File: config.mk
export PLATFORM = sky130hd
export DESIGN_NAME = add32_accum_flat
export DESIGN_NICKNAME = d
export VERILOG_FILES = /design/src/rtl/add32_accum_if.sv /design/src/rtl/add32_accum.sv /design/src/flat_wrapper.sv
export SDC_FILE = /design/constraint.sdc
export NUM_CORES = 1
export LEC_CHECK = 0
export ABC_AREA = 1
export ABC_CLOCK_PERIOD_IN_PS = 4700
export BUFFER_PORTS_ARGS = -buffer_cell sky130_fd_sc_hd__clkbuf_2
export CAP_MARGIN = 20
export CORE_MARGIN = 5
export CORE_UTILIZATION = 26
export CTS_BUF_LIST = sky130_fd_sc_hd__clkbuf_8
export CTS_CLUSTER_DIAMETER = 60
export DETAILED_ROUTE_END_ITERATION = 8
export SLEW_MARGIN = 10
export SYNTH_ARGS = -nofsm -noshare
export SYNTH_HDL_FRONTEND = slang
export SYNTH_SLANG_ARGS = --single-unit
export TNS_END_PERCENT = 30
File: constraint.sdc
create_clock -name clk -period 4.7 [get_ports clk]
set_input_delay 0.705 -clock clk [delete_from_list [all_inputs] [get_ports clk]]
set_output_delay 0.705 -clock clk [all_outputs]
set_load 0.05 [all_outputs]
File: src/rtl/add32_accum_if.sv
// Operand stream, start/len command and result bundle for add32_accum.
interface add32_accum_if #(
   parameter int unsigned CNT_W = 8,
   parameter int unsigned HI_W  = 16
) ();
   logic             start;
   logic [CNT_W-1:0] len;
   logic             in_valid;
   logic             in_ready;
   logic [31:0]      in_data;
   logic             busy;
   logic             done;
   logic [31:0]      sum_lo;
   logic [HI_W-1:0]  sum_hi;
   logic             ovf;

   modport master (
      output start, len, in_valid, in_data,
      input  in_ready, busy, done, sum_lo, sum_hi, ovf
   );

   modport slave (
      input  start, len, in_valid, in_data,
      output in_ready, busy, done, sum_lo, sum_hi, ovf
   );
endinterface

File: src/rtl/add32_accum.sv
// Multi-word accumulator: 32-bit carry-lookahead adder on the low word, carry-outs
// counted into an extended high word with a sticky wrap flag.
module add32_accum #(
   parameter int unsigned CNT_W = 8,
   parameter int unsigned HI_W  = 16
) (
   input  logic          clk,
   input  logic          rst,
   add32_accum_if.slave  bus
);

   typedef enum logic [1:0] {StIdle, StAcc, StDone} state_e;

   state_e           state_q, state_d;
   logic [CNT_W-1:0] cnt_q, cnt_d;
   logic [31:0]      sum_lo_q, sum_lo_d;
   logic [HI_W-1:0]  sum_hi_q, sum_hi_d;
   logic             ovf_q, ovf_d;
   logic             in_ready, busy, done;

   logic [31:0] gen, prop, carry, sum;
   logic [7:0]  grp_g, grp_p;
   logic [8:0]  gc;
   logic        c32;

   // Two-level lookahead: 4-bit groups, group carries chained, carry-in fixed at 0.
   always_comb begin
      gen   = sum_lo_q & bus.in_data;
      prop  = sum_lo_q ^ bus.in_data;
      grp_g = '0;
      grp_p = '0;
      gc    = '0;
      carry = '0;
      for (int k = 0; k < 8; k++) begin
         grp_g[k] = gen[4*k+3] | (prop[4*k+3] & gen[4*k+2])
                  | (&prop[4*k+2 +: 2] & gen[4*k+1]) | (&prop[4*k+1 +: 3] & gen[4*k]);
         grp_p[k] = &prop[4*k +: 4];
      end
      for (int k = 0; k < 8; k++) begin
         gc[k+1] = grp_g[k] | (grp_p[k] & gc[k]);
      end
      for (int k = 0; k < 8; k++) begin
         carry[4*k]   = gc[k];
         carry[4*k+1] = gen[4*k] | (prop[4*k] & gc[k]);
         carry[4*k+2] = gen[4*k+1] | (prop[4*k+1] & gen[4*k]) | (&prop[4*k +: 2] & gc[k]);
         carry[4*k+3] = gen[4*k+2] | (prop[4*k+2] & gen[4*k+1])
                      | (&prop[4*k+1 +: 2] & gen[4*k]) | (&prop[4*k +: 3] & gc[k]);
      end
      sum = prop ^ carry;
      c32 = gc[8];
   end

   always_comb begin
      state_d  = state_q;
      cnt_d    = cnt_q;
      sum_lo_d = sum_lo_q;
      sum_hi_d = sum_hi_q;
      ovf_d    = ovf_q;
      in_ready = 1'b0;
      busy     = 1'b0;
      done     = 1'b0;
      unique case (state_q)
         StIdle: begin
            if (bus.start) begin
               sum_lo_d = '0;
               sum_hi_d = '0;
               ovf_d    = 1'b0;
               cnt_d    = bus.len;
               state_d  = (bus.len == '0) ? StDone : StAcc;
            end
         end
         StAcc: begin
            in_ready = 1'b1;
            busy     = 1'b1;
            if (bus.in_valid) begin
               sum_lo_d = sum;
               sum_hi_d = sum_hi_q + HI_W'(c32);
               ovf_d    = ovf_q | (c32 & (&sum_hi_q));
               cnt_d    = cnt_q - CNT_W'(1);
               if (cnt_q == CNT_W'(1)) state_d = StDone;
            end
         end
         StDone: begin
            busy    = 1'b1;
            done    = 1'b1;
            state_d = StIdle;
         end
         default: state_d = StIdle;
      endcase
   end

   always_ff @(posedge clk) begin
      if (rst) begin
         state_q  <= StIdle;
         cnt_q    <= '0;
         sum_lo_q <= '0;
         sum_hi_q <= '0;
         ovf_q    <= 1'b0;
      end else begin
         state_q  <= state_d;
         cnt_q    <= cnt_d;
         sum_lo_q <= sum_lo_d;
         sum_hi_q <= sum_hi_d;
         ovf_q    <= ovf_d;
      end
   end

   assign bus.in_ready = in_ready;
   assign bus.busy     = busy;
   assign bus.done     = done;
   assign bus.sum_lo   = sum_lo_q;
   assign bus.sum_hi   = sum_hi_q;
   assign bus.ovf      = ovf_q;

endmodule

File: src/flat_wrapper.sv
// flat-port wrapper written by rule: the top's interface ports become plain ports
module add32_accum_flat 
#(
   parameter int unsigned CNT_W = 8,
   parameter int unsigned HI_W  = 16
)
  (clk, rst, bus_start, bus_len, bus_in_valid, bus_in_data, bus_in_ready, bus_busy, bus_done, bus_sum_lo, bus_sum_hi, bus_ovf);
  add32_accum_if #(.CNT_W(CNT_W), .HI_W(HI_W)) bus_i ();
  input  logic clk;
  input  logic rst;
  input wire logic [$bits(bus_i.start)-1:0] bus_start;
  input wire logic [$bits(bus_i.len)-1:0] bus_len;
  input wire logic [$bits(bus_i.in_valid)-1:0] bus_in_valid;
  input wire logic [$bits(bus_i.in_data)-1:0] bus_in_data;
  output wire logic [$bits(bus_i.in_ready)-1:0] bus_in_ready;
  output wire logic [$bits(bus_i.busy)-1:0] bus_busy;
  output wire logic [$bits(bus_i.done)-1:0] bus_done;
  output wire logic [$bits(bus_i.sum_lo)-1:0] bus_sum_lo;
  output wire logic [$bits(bus_i.sum_hi)-1:0] bus_sum_hi;
  output wire logic [$bits(bus_i.ovf)-1:0] bus_ovf;
  assign bus_i.start = bus_start;
  assign bus_i.len = bus_len;
  assign bus_i.in_valid = bus_in_valid;
  assign bus_i.in_data = bus_in_data;
  assign bus_in_ready = bus_i.in_ready;
  assign bus_busy = bus_i.busy;
  assign bus_done = bus_i.done;
  assign bus_sum_lo = bus_i.sum_lo;
  assign bus_sum_hi = bus_i.sum_hi;
  assign bus_ovf = bus_i.ovf;
  add32_accum #(.CNT_W(CNT_W), .HI_W(HI_W)) u_core (.clk(clk), .rst(rst), .bus(bus_i));
endmodule
**Word level (Yosys, flattened, before mapping)**

Index checks and enable logic that the tools add are counted.

- Register bits after elaboration: 59
- Input port bits: 44

- Add/sub/neg operators: 2
- Reduce and logical (&&, ||, !) cells: 52
- Mux-type cells: 20
- Equality and inequality tests: 6
- Bitwise gates (word level): 157

Operator list:

| kind | count |
|---|---|
| bitwise AND 1 bit | 77 |
| OR 1 bit | 77 |
| two-way mux 32 bit | 2 |
| case mux 32 bit (2 select lines) | 1 |
| XOR 32 bit | 2 |
| AND reduction 3 bit | 17 |
| AND reduction 2 bit | 23 |
| bitwise AND 32 bit | 1 |
| two-way mux 16 bit | 2 |
| case mux 16 bit (2 select lines) | 1 |
| AND reduction 4 bit | 7 |
| adder 16 x 1 -> 16 bit | 1 |
| two-way mux 8 bit | 2 |
| case mux 8 bit (2 select lines) | 1 |
| AND reduction 16 bit | 1 |
| equality test 8 x 1 -> 1 bit (second input constant) | 1 |
| logical NOT 8 bit | 1 |
| two-way mux 2 bit | 4 |
| subtractor 8 x 1 -> 8 bit (second input constant) | 1 |
| two-way mux 1 bit | 5 |
| != test 2 bit (second input constant) | 2 |
| case mux 2 bit (2 select lines) | 1 |
| equality test 2 x 1 -> 1 bit (second input constant) | 1 |
| equality test 2 bit (second input constant) | 1 |
| 5 further kinds | 5 |

**Longest topological paths before layout**

- Word-level depth: 23
- Depth in mapped cells: 28

**Least setup slack after synthesis**

Ideal clock, no wire load.

- Kind: input to register
- Start point: in bus_in_data[2]
- End point: reg u_core.sum_hi_q[15] (netlist: u_core.bus.sum_hi[15])
- Arrival: 3.113 ns
- Stages on the path: 26
- Path buffers: 0
- Required time: 4.630 ns
- Setup time: 0.070 ns
- Slack: 1.517 ns
- Cells stage by stage: ha_1 -> nand2_2 -> nand2_1 -> nand2_1 -> nand2_2 -> nand2_2 -> nand2_4 -> nand2_4 -> nand2_4 -> nand2_4 -> nand2_4 -> nand2_4 -> nand2_4 -> nand2_4 -> nand2_4 -> nand2_4 -> nand2_4 -> nand4_1 -> nand2_2 -> ha_1 -> nand2_1 -> nor2_1 -> nand3_1 -> nor3_1 -> o21ai_1 -> a21oi_1

- Cells in the longest elaborated chain, start to end: 22

RTL lines:

| what | RTL line | text |
|---|---|---|
| start: declaration | flat_wrapper.sv:14 | `input wire logic [$bits(bus_i.in_data)-1:0] bus_in_data;` |
| bitwise AND 32 bit or XOR 32 bit (tied branches) | add32_accum.sv:28, add32_accum.sv:29 |  |
| bitwise AND 1 bit or AND reduction 2 bit (tied branches) | add32_accum.sv:35, add32_accum.sv:36 |  |
| OR 1 bit or bitwise AND 1 bit (tied branches) | add32_accum.sv:35, add32_accum.sv:36 |  |
| OR 1 bit | add32_accum.sv:36 | `\| (&prop[4*k+2 +: 2] & gen[4*k+1]) \| (&prop[4*k+1 +: 3] & gen[4*k]);` |
| OR 1 bit (*) | add32_accum.sv:36 |  |
| bitwise AND 1 bit (*) | add32_accum.sv:40 | `gc[k+1] = grp_g[k] \| (grp_p[k] & gc[k]);` |
| OR 1 bit (*) | add32_accum.sv:40 |  |
| bitwise AND 1 bit (*) | add32_accum.sv:40 |  |
| (+6 left out) | -- |  |
| OR 1 bit (*) | add32_accum.sv:40 |  |
| bitwise AND 1 bit (*) | add32_accum.sv:40 |  |
| OR 1 bit (*) | add32_accum.sv:40 |  |
| bitwise AND 1 bit (*) | add32_accum.sv:40 |  |
| OR 1 bit (*) | add32_accum.sv:40 |  |
| adder 16 x 1 -> 16 bit (*) | add32_accum.sv:77 | `sum_hi_d = sum_hi_q + HI_W'(c32);` |
| two-way mux 16 bit (*) | add32_accum.sv:75 | `if (bus.in_valid) begin` |
| case mux 16 bit (2 select lines) (*) | add32_accum.sv:62 | `unique case (state_q)` |
| end signal: assignment | add32_accum.sv:103 | `sum_hi_q <= sum_hi_d;` |
| end: declaration | add32_accum.sv:17 | `logic [HI_W-1:0] sum_hi_q, sum_hi_d;` |

Every way passes the cells marked *; elsewhere a longest branch is shown, timed or not. The select of a mux whose other input is x is not followed.
A chain may end at the register's enable or synchronous reset.

**Worst setup path after layout**

- Start point: reg u_core.state_q[1]
- End point: reg u_core.sum_hi_q[12] (netlist: u_core.bus.sum_hi[12])

- Cells in the longest elaborated chain, start to end: 3

RTL lines:

| what | RTL line | text |
|---|---|---|
| start: declaration | add32_accum.sv:14 | `state_e state_q, state_d;` |
| start signal: assignment | add32_accum.sv:94 | `state_q <= StIdle;` |
| start signal: assignment | add32_accum.sv:100 | `state_q <= state_d;` |
| equality test 2 x 1 -> 1 bit or logical NOT 2 bit (tied branches) | add32_accum.sv:62 |  |
| != test 2 bit (no source line) or nonzero test 2 bit (tied branches) | -- |  |
| AND reduction 3 bit (no source line) | -- |  |

Several ways; a longest one is shown, not always the timed one.

==> flow_metrics.env <==
export IMPL_worstHoldEndpoint="u_core.bus.ovf$_SDFFE_PP0P_"
export IMPL_drt_iter0_markers=163
export IMPL_drc=0
export IMPL_r2r_end="u_core.bus.sum_hi[12]$_SDFFE_PP0P_"
export IMPL_r2r_start="u_core.state_q[1]$_SDFFE_PP0P_"
export IMPL_clkSinkCount=59
export IMPL_crit_path_start_kind="register"
export IMPL_dp_slack_ns=1.08
export IMPL_async_flop_share_pct=0
export IMPL_crit_required_ns=4.94
export IMPL_setup_violations=0
export IMPL_tns_ns=0
export IMPL_ys_top_cells_by_count="103 x nand2_1, 72 x a21oi_1, 59 x dfxtp_1"
export IMPL_die_area_um2=17400
export IMPL_ys_ff_latch=59
export IMPL_ant_nets=0
export IMPL_antenna_found_initial=1
export IMPL_critPathKind="reg -> reg"
export IMPL_cpMaxStageDelayCell="inv_2"
export IMPL_fin_ws_ns=1.42
export IMPL_first_global_vias=3554
export IMPL_cts_path_max_buffers=2
export IMPL_hp_start="u_core.bus.ovf$_SDFFE_PP0P_"
export IMPL_relSlewSlack_pct=32.4
export IMPL_syn_to_final_growth_pct=22.6
export IMPL_synth_top_area_share_pct=30.6
export IMPL_synth_most_common_cell="nand2_1"
export IMPL_grt_setup_unrepaired="no"
export IMPL_grt_pass1_wl_um=17700
export IMPL_cts_tree="yes"
export IMPL_postCtsHoldBufs=0
export IMPL_worstPathCellList="inv_1 > ha_1 > inv_2 > or2_1 > nand2_1 > inv_2 > nand2_1 > buf_4 > nand2_2 > inv_2 > nor2_1 > inv_2 > nor2_1 > inv_2 > nor2_1 > o21ai_1 > a21oi_1"
export IMPL_chipWidth_um=132
export IMPL_drive_gt1_share_pct=23.4
export IMPL_cpMostUsedCell="inv_2"
export IMPL_rows=44
export IMPL_power_uw=2590
export IMPL_core_um2=14500
export IMPL_hold_path_class="reg -> reg"
export IMPL_synthCells=526
export IMPL_finalCritPeriodShare_pct=69.7
export IMPL_start_util_pct=26.5
export IMPL_num_antenna_cells=0
export IMPL_netlist_area_um2=3850
export IMPL_yosys_warnings=0
export IMPL_synth_nets=617
export IMPL_grt_start_max_net_pins=40
export IMPL_clkLatencyLatePin_ns=0.36
export IMPL_timing_fmax_ghz=0.305
export IMPL_powerDensity_nw_per_um2=549
export IMPL_design_area_um2=4730
export IMPL_gp_congestion=0.849
export IMPL_portBuffers=95
export IMPL_synth_edf_count=0
export IMPL_finClkSkew_ns=0.0104
export IMPL_ff2ff_path_depth=17
export IMPL_cp_arrival_ns=3.51
export IMPL_hold_depth=2
export IMPL_status="completed"
export IMPL_crit_path_max_incr_delay_ns=0.46
export IMPL_end_kind="register"
export IMPL_startpoint="u_core.state_q[1]$_SDFFE_PP0P_"
export IMPL_root_buffer="clkbuf_8"
export IMPL_finalHoldViolCount=0
export IMPL_cts_buffers_inserted=9
export IMPL_num_vias=3692
export IMPL_seq_area_um2=1180
export IMPL_rrSetupSlack_ns=1.42
export IMPL_p_leak_uw=0.00227
export IMPL_whs_ns=0.484
export IMPL_via_per_inst=4.56
export IMPL_placed_area_um2=4520
export IMPL_die_y_um=132
export IMPL_drt_pass1_iterations=4
export IMPL_min_period_ns=3.28
export IMPL_num_fill_cells=1614
export IMPL_synth_seq_area_share_pct=30.6
export IMPL_cts_repair_resized=0
export IMPL_drv_slew=0
export IMPL_wl_per_cell_um=13.3
export IMPL_nets=711
export IMPL_grt_overflow=0
export IMPL_avgSynthCellArea_um2=7.33
export IMPL_critical_path_buf_inv_count=7
export IMPL_ys_flop_type="dfxtp_1"
export IMPL_cap_violations=0
export IMPL_gr_usage_all_layers_pct=12.5
export IMPL_multi_input_area_um2=2430
export IMPL_drt_wl_total_um=10700
export IMPL_synthTopCellsByArea="dfxtp_1 31%, ha_1 13%, nand2_1 10%"
export IMPL_synth_top_area_cell="dfxtp_1"
export IMPL_critPathTopFamily="buffers and inverters"
export IMPL_cts_setup_buffers=0
export IMPL_tightestPinTransition_ns=1.01
export IMPL_irDropWorstVdd_uv=371
export IMPL_io_pins=96
export IMPL_path_clk_slew_ns=0.07
export IMPL_ys_types=36
export IMPL_crit_fanout=25
export IMPL_dpl_hpwl_um=8140
export IMPL_htreeDepth=3
-- power by group --
group	total, uW	internal (uW)	switching [uW]	leakage [uW]
clock network	512	293	219	0.000114
logic	1390	399	991	0.00167
registers	691	600	90.5	0.000480
-- state kept, by name, summed over array words and instances (netlist names) --
register	count
u_core.bus.sum_hi	16
u_core.bus.ovf	1
u_core.cnt_q	8
u_core.bus.sum_lo	32
u_core.state_q	2
-- worst max-delay path by stage --
stage / to / slack [ns] / depth (start not counted)
after floorplan: u_core.bus.sum_hi[15]$_SDFFE_PP0P_ / 1.52 / 26
after detailed placement: u_core.bus.sum_hi[15]$_SDFFE_PP0P_ / 1.08 / 27
after global placement: u_core.bus.sum_hi[15]$_SDFFE_PP0P_ / 1.15 / 27
final: u_core.bus.sum_hi[12]$_SDFFE_PP0P_ / 1.42 / 17
after global routing: u_core.bus.sum_hi[8]$_SDFFE_PP0P_ / 0.98 / 17
after CTS: u_core.bus.sum_hi[12]$_SDFFE_PP0P_ / 1.35 / 17
-- per-layer routing --
layer / GRT usage (%) / share of wire (%) / up-vias
li1: - / - / 1961
met1: 15.8 / 47 / 1611
met2: 19.0 / 43 / 105
met3: 6.18 / 8.3 / 13
met4: 3.14 / 1.2 / 2
met5: 0 / 0.11 / -
-- cells by family after synthesis --
kind of cell	synth area share, %
xor+xnor	1.14
flops	30.6
simple gates	25.9
fa+ha+maj	16.8
buf+inv	6.33
compound gates	19.1
-- layout make-up --
cell class,instances,area share [%]
multi-input cells,403,51.4
flip-flops and latches,59,25.0
repair buffers,97,10.4
well taps,184,4.87
inverters,50,3.97
clock buffers,9,2.62
clock inverters,7,1.77
-- worst min-delay path, stage by stage (launching register included) --
cell and delay, ns:
dfxtp_1 0.33, inv_1 0.07, a21oi_2 0.05
-- cell usage in the layout (no fill, tap or decap) --
master     netlist  routed
nand3_1         30      30
nand3_2          1       1
or2_0            1       1
nor3b_1          1       1
dfxtp_1         59      59
clkbuf_2         0      95
o21ai_1          7       7
a21o_1           1       1
o22ai_1          2       2
a41oi_1          1       1
o21bai_1         1       1
nand4_1          3       3
or2_2            2       2
xnor2_1          4       4
bufinv_16        0       2
a22oi_1          1       1
nor2_2           1       1
xor2_1           1       1
nand2_4         11      11
buf_4            1       2
inv_1           45      46
clkinv_2         0       4
ha_1            39      39
o211ai_1         1       1
clkbuf_8         0       9
o21ai_0         32      32
fa_1             8       8
or2_1            1       1
nand2_1        103     103
nor2_1          43      43
nand2_2          9       9
a31oi_1          3       3
nor3_1           8       8
nor4_1           1       1
nand3b_1         1       1
a211oi_1         9       9
inv_2            5       5
a21oi_2          5       5
a21oi_1         72      72
-- through the flow --
stage | utilization (%) | instances
after floorplan | - | 526
after global placement | 31.1 | 793
after detailed placement | 31.1 | 793
after CTS | 32.5 | 809
after global routing | 32.5 | 809
final | 32.5 | 809
Power figures use the tool's default switching activity.
